<file path="config.mk">
export PLATFORM = sky130hd
export DESIGN_NAME = sc_stream_decoder
export DESIGN_NICKNAME = d
export VERILOG_FILES = /design/src/rtl/sc_pkg.sv /design/src/rtl/sc_compare.sv /design/src/rtl/sc_stream_decoder.sv
export SDC_FILE = /design/constraint.sdc
export NUM_CORES = 1
export LEC_CHECK = 0
export ABC_AREA = 1
export CAP_MARGIN = 20
export CORE_ASPECT_RATIO = 2
export CORE_MARGIN = 2
export CORE_UTILIZATION = 40
export DETAILED_ROUTE_END_ITERATION = 12
export PLACE_DENSITY = 0.65
export RECOVER_POWER = 100
export SYNTH_ARGS = -nofsm -noshare
export SYNTH_HDL_FRONTEND = slang
export SYNTH_SLANG_ARGS = --single-unit
</file>
<file path="constraint.sdc">
create_clock -name clk -period 2.3 [get_ports clk]
set_clock_uncertainty 0.2 [all_clocks]
set_input_delay 0.46 -clock clk [delete_from_list [all_inputs] [get_ports clk]]
set_output_delay 0.46 -clock clk [all_outputs]
set_load 0.005 [all_outputs]
</file>
<file path="src/rtl/sc_pkg.sv">
// Shared definitions for the stochastic-computing stages: default sizes and
// the decoder FSM state encoding.
package sc_pkg;

    localparam int unsigned SC_WIDTH  = 8;
    localparam int unsigned SC_WINDOW = 255;

    typedef enum logic [1:0] {
        IDLE = 2'd0,
        RUN  = 2'd1,
        DONE = 2'd2
    } sc_state_t;

endpackage

</file>
<file path="src/rtl/sc_compare.sv">
// Unsigned less-than comparator; turns a random word and a probability
// operand into one stochastic bit.
module sc_compare #(
    parameter int unsigned WIDTH = 8
) (
    input  logic [WIDTH-1:0] a,
    input  logic [WIDTH-1:0] b,
    output logic             lt
);

    assign lt = (a < b);

endmodule

</file>
<file path="src/rtl/sc_stream_decoder.sv">
// Converts a binary probability into a stochastic bit stream over one LFSR
// period and reports the number of ones seen in the completed window.
module sc_stream_decoder
    import sc_pkg::*;
#(
    parameter int unsigned WIDTH  = SC_WIDTH,
    parameter int unsigned WINDOW = SC_WINDOW
) (
    input  logic             clk,
    input  logic             reset,
    input  logic             enable,
    input  logic             start,
    input  logic [WIDTH-1:0] prob,
    input  logic [WIDTH-1:0] rnd,
    output logic             sbit,
    output logic             sbit_valid,
    output logic [WIDTH-1:0] count,
    output logic             busy,
    output logic             done
);

    localparam logic [WIDTH-1:0] LAST_SAMPLE = WIDTH'(WINDOW - 1);

    sc_state_t        state;
    sc_state_t        state_next;
    logic [WIDTH-1:0] op;
    logic [WIDTH-1:0] acc;
    logic [WIDTH-1:0] acc_sum;
    logic [WIDTH-1:0] smp_cnt;
    logic             cmp_bit;
    logic             load;
    logic             sample;
    logic             last;

    sc_compare #(
        .WIDTH(WIDTH)
    ) u_compare (
        .a  (rnd),
        .b  (op),
        .lt (cmp_bit)
    );

    assign acc_sum = acc + {{(WIDTH-1){1'b0}}, cmp_bit};
    assign busy    = (state == RUN);

    always_ff @(posedge clk or negedge reset) begin
        if (!reset) begin
            state <= IDLE;
        end else begin
            state <= state_next;
        end
    end

    always_comb begin
        state_next = state;
        load       = 1'b0;
        sample     = 1'b0;
        last       = 1'b0;
        case (state)
            IDLE: begin
                if (start) begin
                    load       = 1'b1;
                    state_next = RUN;
                end
            end
            RUN: begin
                if (enable) begin
                    sample = 1'b1;
                    if (smp_cnt == LAST_SAMPLE) begin
                        last       = 1'b1;
                        state_next = DONE;
                    end
                end
            end
            DONE: begin
                state_next = IDLE;
            end
            default: begin
                state_next = IDLE;
            end
        endcase
    end

    // done is registered off the DONE state so it lands one edge after the
    // final sample, by which time count already holds the window total.
    always_ff @(posedge clk or negedge reset) begin
        if (!reset) begin
            op         <= '0;
            acc        <= '0;
            smp_cnt    <= '0;
            sbit       <= 1'b0;
            sbit_valid <= 1'b0;
            count      <= '0;
            done       <= 1'b0;
        end else begin
            sbit_valid <= sample;
            done       <= (state == DONE);
            if (load) begin
                op      <= prob;
                acc     <= '0;
                smp_cnt <= '0;
            end
            if (sample) begin
                sbit    <= cmp_bit;
                acc     <= acc_sum;
                smp_cnt <= smp_cnt + 1'b1;
            end
            if (last) begin
                count <= acc_sum;
            end
        end
    end

endmodule

</file>
==> flow_summary.json <==
{
  "status": "complete, no violations",
  "gr-total-overflow": 0,
  "cts_tree": "built",
  "core_um2": 4550,
  "cts_made_buffers": 5,
  "nNetsFinal": 296,
  "via_count": 1568,
  "dr.first_iter.drc_count": 13,
  "drive_above_1_share_pct": 20.3,
  "dr.pass1.iters": 4,
  "start_util_pct": 41.2,
  "place_hpwl_um": 2850,
  "ys_seq_area_share_pct": 49.4,
  "clockBufferDepth": 2,
  "async_reset_ff_share_pct": 100,
  "ys_types": 28,
  "ant_nets": 0,
  "grt_antenna_before_repair": 0,
  "ff2ff_setup_slack_ns": 0.11,
  "synthesis.nets": 251,
  "final.period_utilization_pct": 96.3,
  "yosys.area.top_type": "dfrtp_1",
  "synth-main-ff-cell": "dfrtp_1",
  "p_leak_nw": 1.26,
  "min_path_type": "input port to asynchronous set/reset pin",
  "fp.dieW_um": 52.4,
  "synth-seq-cells": 37,
  "place_inst": 307,
  "rows": 35,
  "dp_slack_ns": -0.518,
  "wl_um": 4050,
  "cp-start-kind": "input port",
  "synth-warning-count": 0,
  "setup_viol": 0,
  "grt_pass1_wl_um": 6850,
  "clk_pin_slew_ns": 0.08,
  "syn_area_per_cell_um2": 8.53,
  "fin_cells": 321,
  "cp_max_fo": 3,
  "worstPathArrival_ns": 2.20,
  "synth.area.top_cells": "dfrtp_1, nand2_1, ha_1",
  "ir_drop_v": 0.000562,
  "slew_viol_final": 0,
  "setup-tns-final_ns": 0,
  "drv_cap": 0,
  "fin_util_pct": 55.2,
  "root_buffer": "clkbuf_8",
  "groute.usage.overall_pct": 17.4,
  "vias_per_cell": 4.88,
  "totalPowerFinal_mw": 2.01,
  "end_kind": "flop",
  "clkSinkCount": 37,
  "synth-edff-count": 0,
  "fmax_ghz": 0.452,
  "crit_type": "input port to flop",
  "num_antenna_cells": 0,
  "cp.required_ns": 2.28,
  "tightest_slew_ns": 0.926,
  "gp_congestion": 0.759,
  "grt_pass1_vias": 1649,
  "num_io_pins": 32,
  "timing.hold.ws_ns": 0.163,
  "fin_area_um2": 2510,
  "syn_area_um2": 1880,
  "r2r-start": "op[6]$_DFFE_PN0P_",
  "grt_max_degree": 38,
  "die_area_um2": 5290,
  "reg2reg_depth": 13,
  "h-tree-depth": 2,
  "dpl-instance-area_um2": 2260,
  "synth_top_area_share_pct": 49.4,
  "clock_latency_ns": 0.29,
  "r2r-end": "count[4]$_DFFE_PN0P_",
  "die_y_um": 101,
  "finalWorstSetupSlack_ns": 0.0860,
  "syn-instance-count": 220,
  "period_minus_slack_ns": 2.21,
  "p_per_area_nw_per_um2": 801,
  "drc_errors": 0,
  "max_slew_margin_pct": 38.3,
  "wl_per_cell_um": 12.6,
  "area_growth_syn_to_layout_pct": 34.0,
  "io_buffers": 31,
  "finalHoldViolations": 0
}
-- how the worst max path moves through the flow --
stage	from	to	slack, ns
after CTS	rnd[3]	acc[6]$_DFFE_PN0P_	0.03
after global placement	rnd[7]	count[2]$_DFFE_PN0P_	-0.49
after detailed placement	rnd[7]	acc[6]$_DFFE_PN0P_	-0.52
final	rnd[6]	count[4]$_DFFE_PN0P_	0.09
after global routing	rnd[6]	acc[4]$_DFFE_PN0P_	-0.01
after floorplan	rnd[7]	acc[6]$_DFFE_PN0P_	0.03
-- worst max-delay path, cell delays in order --
cell	delay [ns]
dlygate4sd2_1	0.24
ha_1	0.28
nand2_2	0.06
o21a_1	0.20
and2_4	0.17
ha_4	0.16
ha_4	0.15
inv_2	0.06
nor2_4	0.04
buf_6	0.11
xor2_2	0.14
nand2_1	0.07
nand2_1	0.05
-- power breakdown --
group | switching (mW) | internal, mW
combinational | 0.348 | 0.336
sequential | 0.105 | 0.783
clock | 0.231 | 0.210
-- final cells by class --
type                    instances  area [µm²]
fillers                       457        2040
multi-input cells             150         941
flip-flops and latches         37         926
repair buffers                 40         373
inverters                      31         121
clock buffers                   6        72.6
well taps                      55        68.8
clock inverters                 2        10.0
-- cells by family after synthesis --
family	synth area share, %
simple gates	25.8
fa+ha+maj	7.34
buf+inv	7.34
xor+xnor	1.87
flops	49.4
compound gates	8.27
-- registers in the layout, indices dropped and copies added (netlist names) --
signal	cells
acc	8
count	8
done	1
op	8
sbit	1
sbit_valid	1
smp_cnt	8
state	2
-- cells in the mapped netlist (2+ instances only) --
cell type,count
a21oi_1,4
a22o_1,2
dfrtp_1,37
nor2_1,7
inv_1,27
nand4_1,3
nand2_4,2
inv_2,3
nand3_1,8
ha_1,11
nand2_1,79
xor2_1,3
o21ai_0,19
-- timing repair --
action / 4_1_cts / 5_1_grt
pin swaps: 16 / 15
hold buffers: 0 / 0
setup buffers: 2 / 4
resized for setup: 17 / 28
setup endpoints to repair: 13 / 12
-- layer usage --
metal	wire, µm	up-vias	global-route usage, %	part of all wire, %
met3	128	6	3.41	3.2
met4	82	0	9.07	2.0
met1	1530	744	17.4	38
met2	2310	29	32.1	57
li1	-	789	-	-
met5	0	-	0	0
-- cells in the final DEF (no fill, tap or decap), drive strengths merged, types with 7 or more instances in the layout --
cell type / n
ha: 11
inv: 30
buf: 9
nand3: 10
dfrtp: 37
dlygate4sd3: 13
clkbuf: 7
nor2: 8
clkdlybuf4s50: 9
nand2: 82
o21ai: 19
No activity file was read; power rests on OpenSTA's default activity.
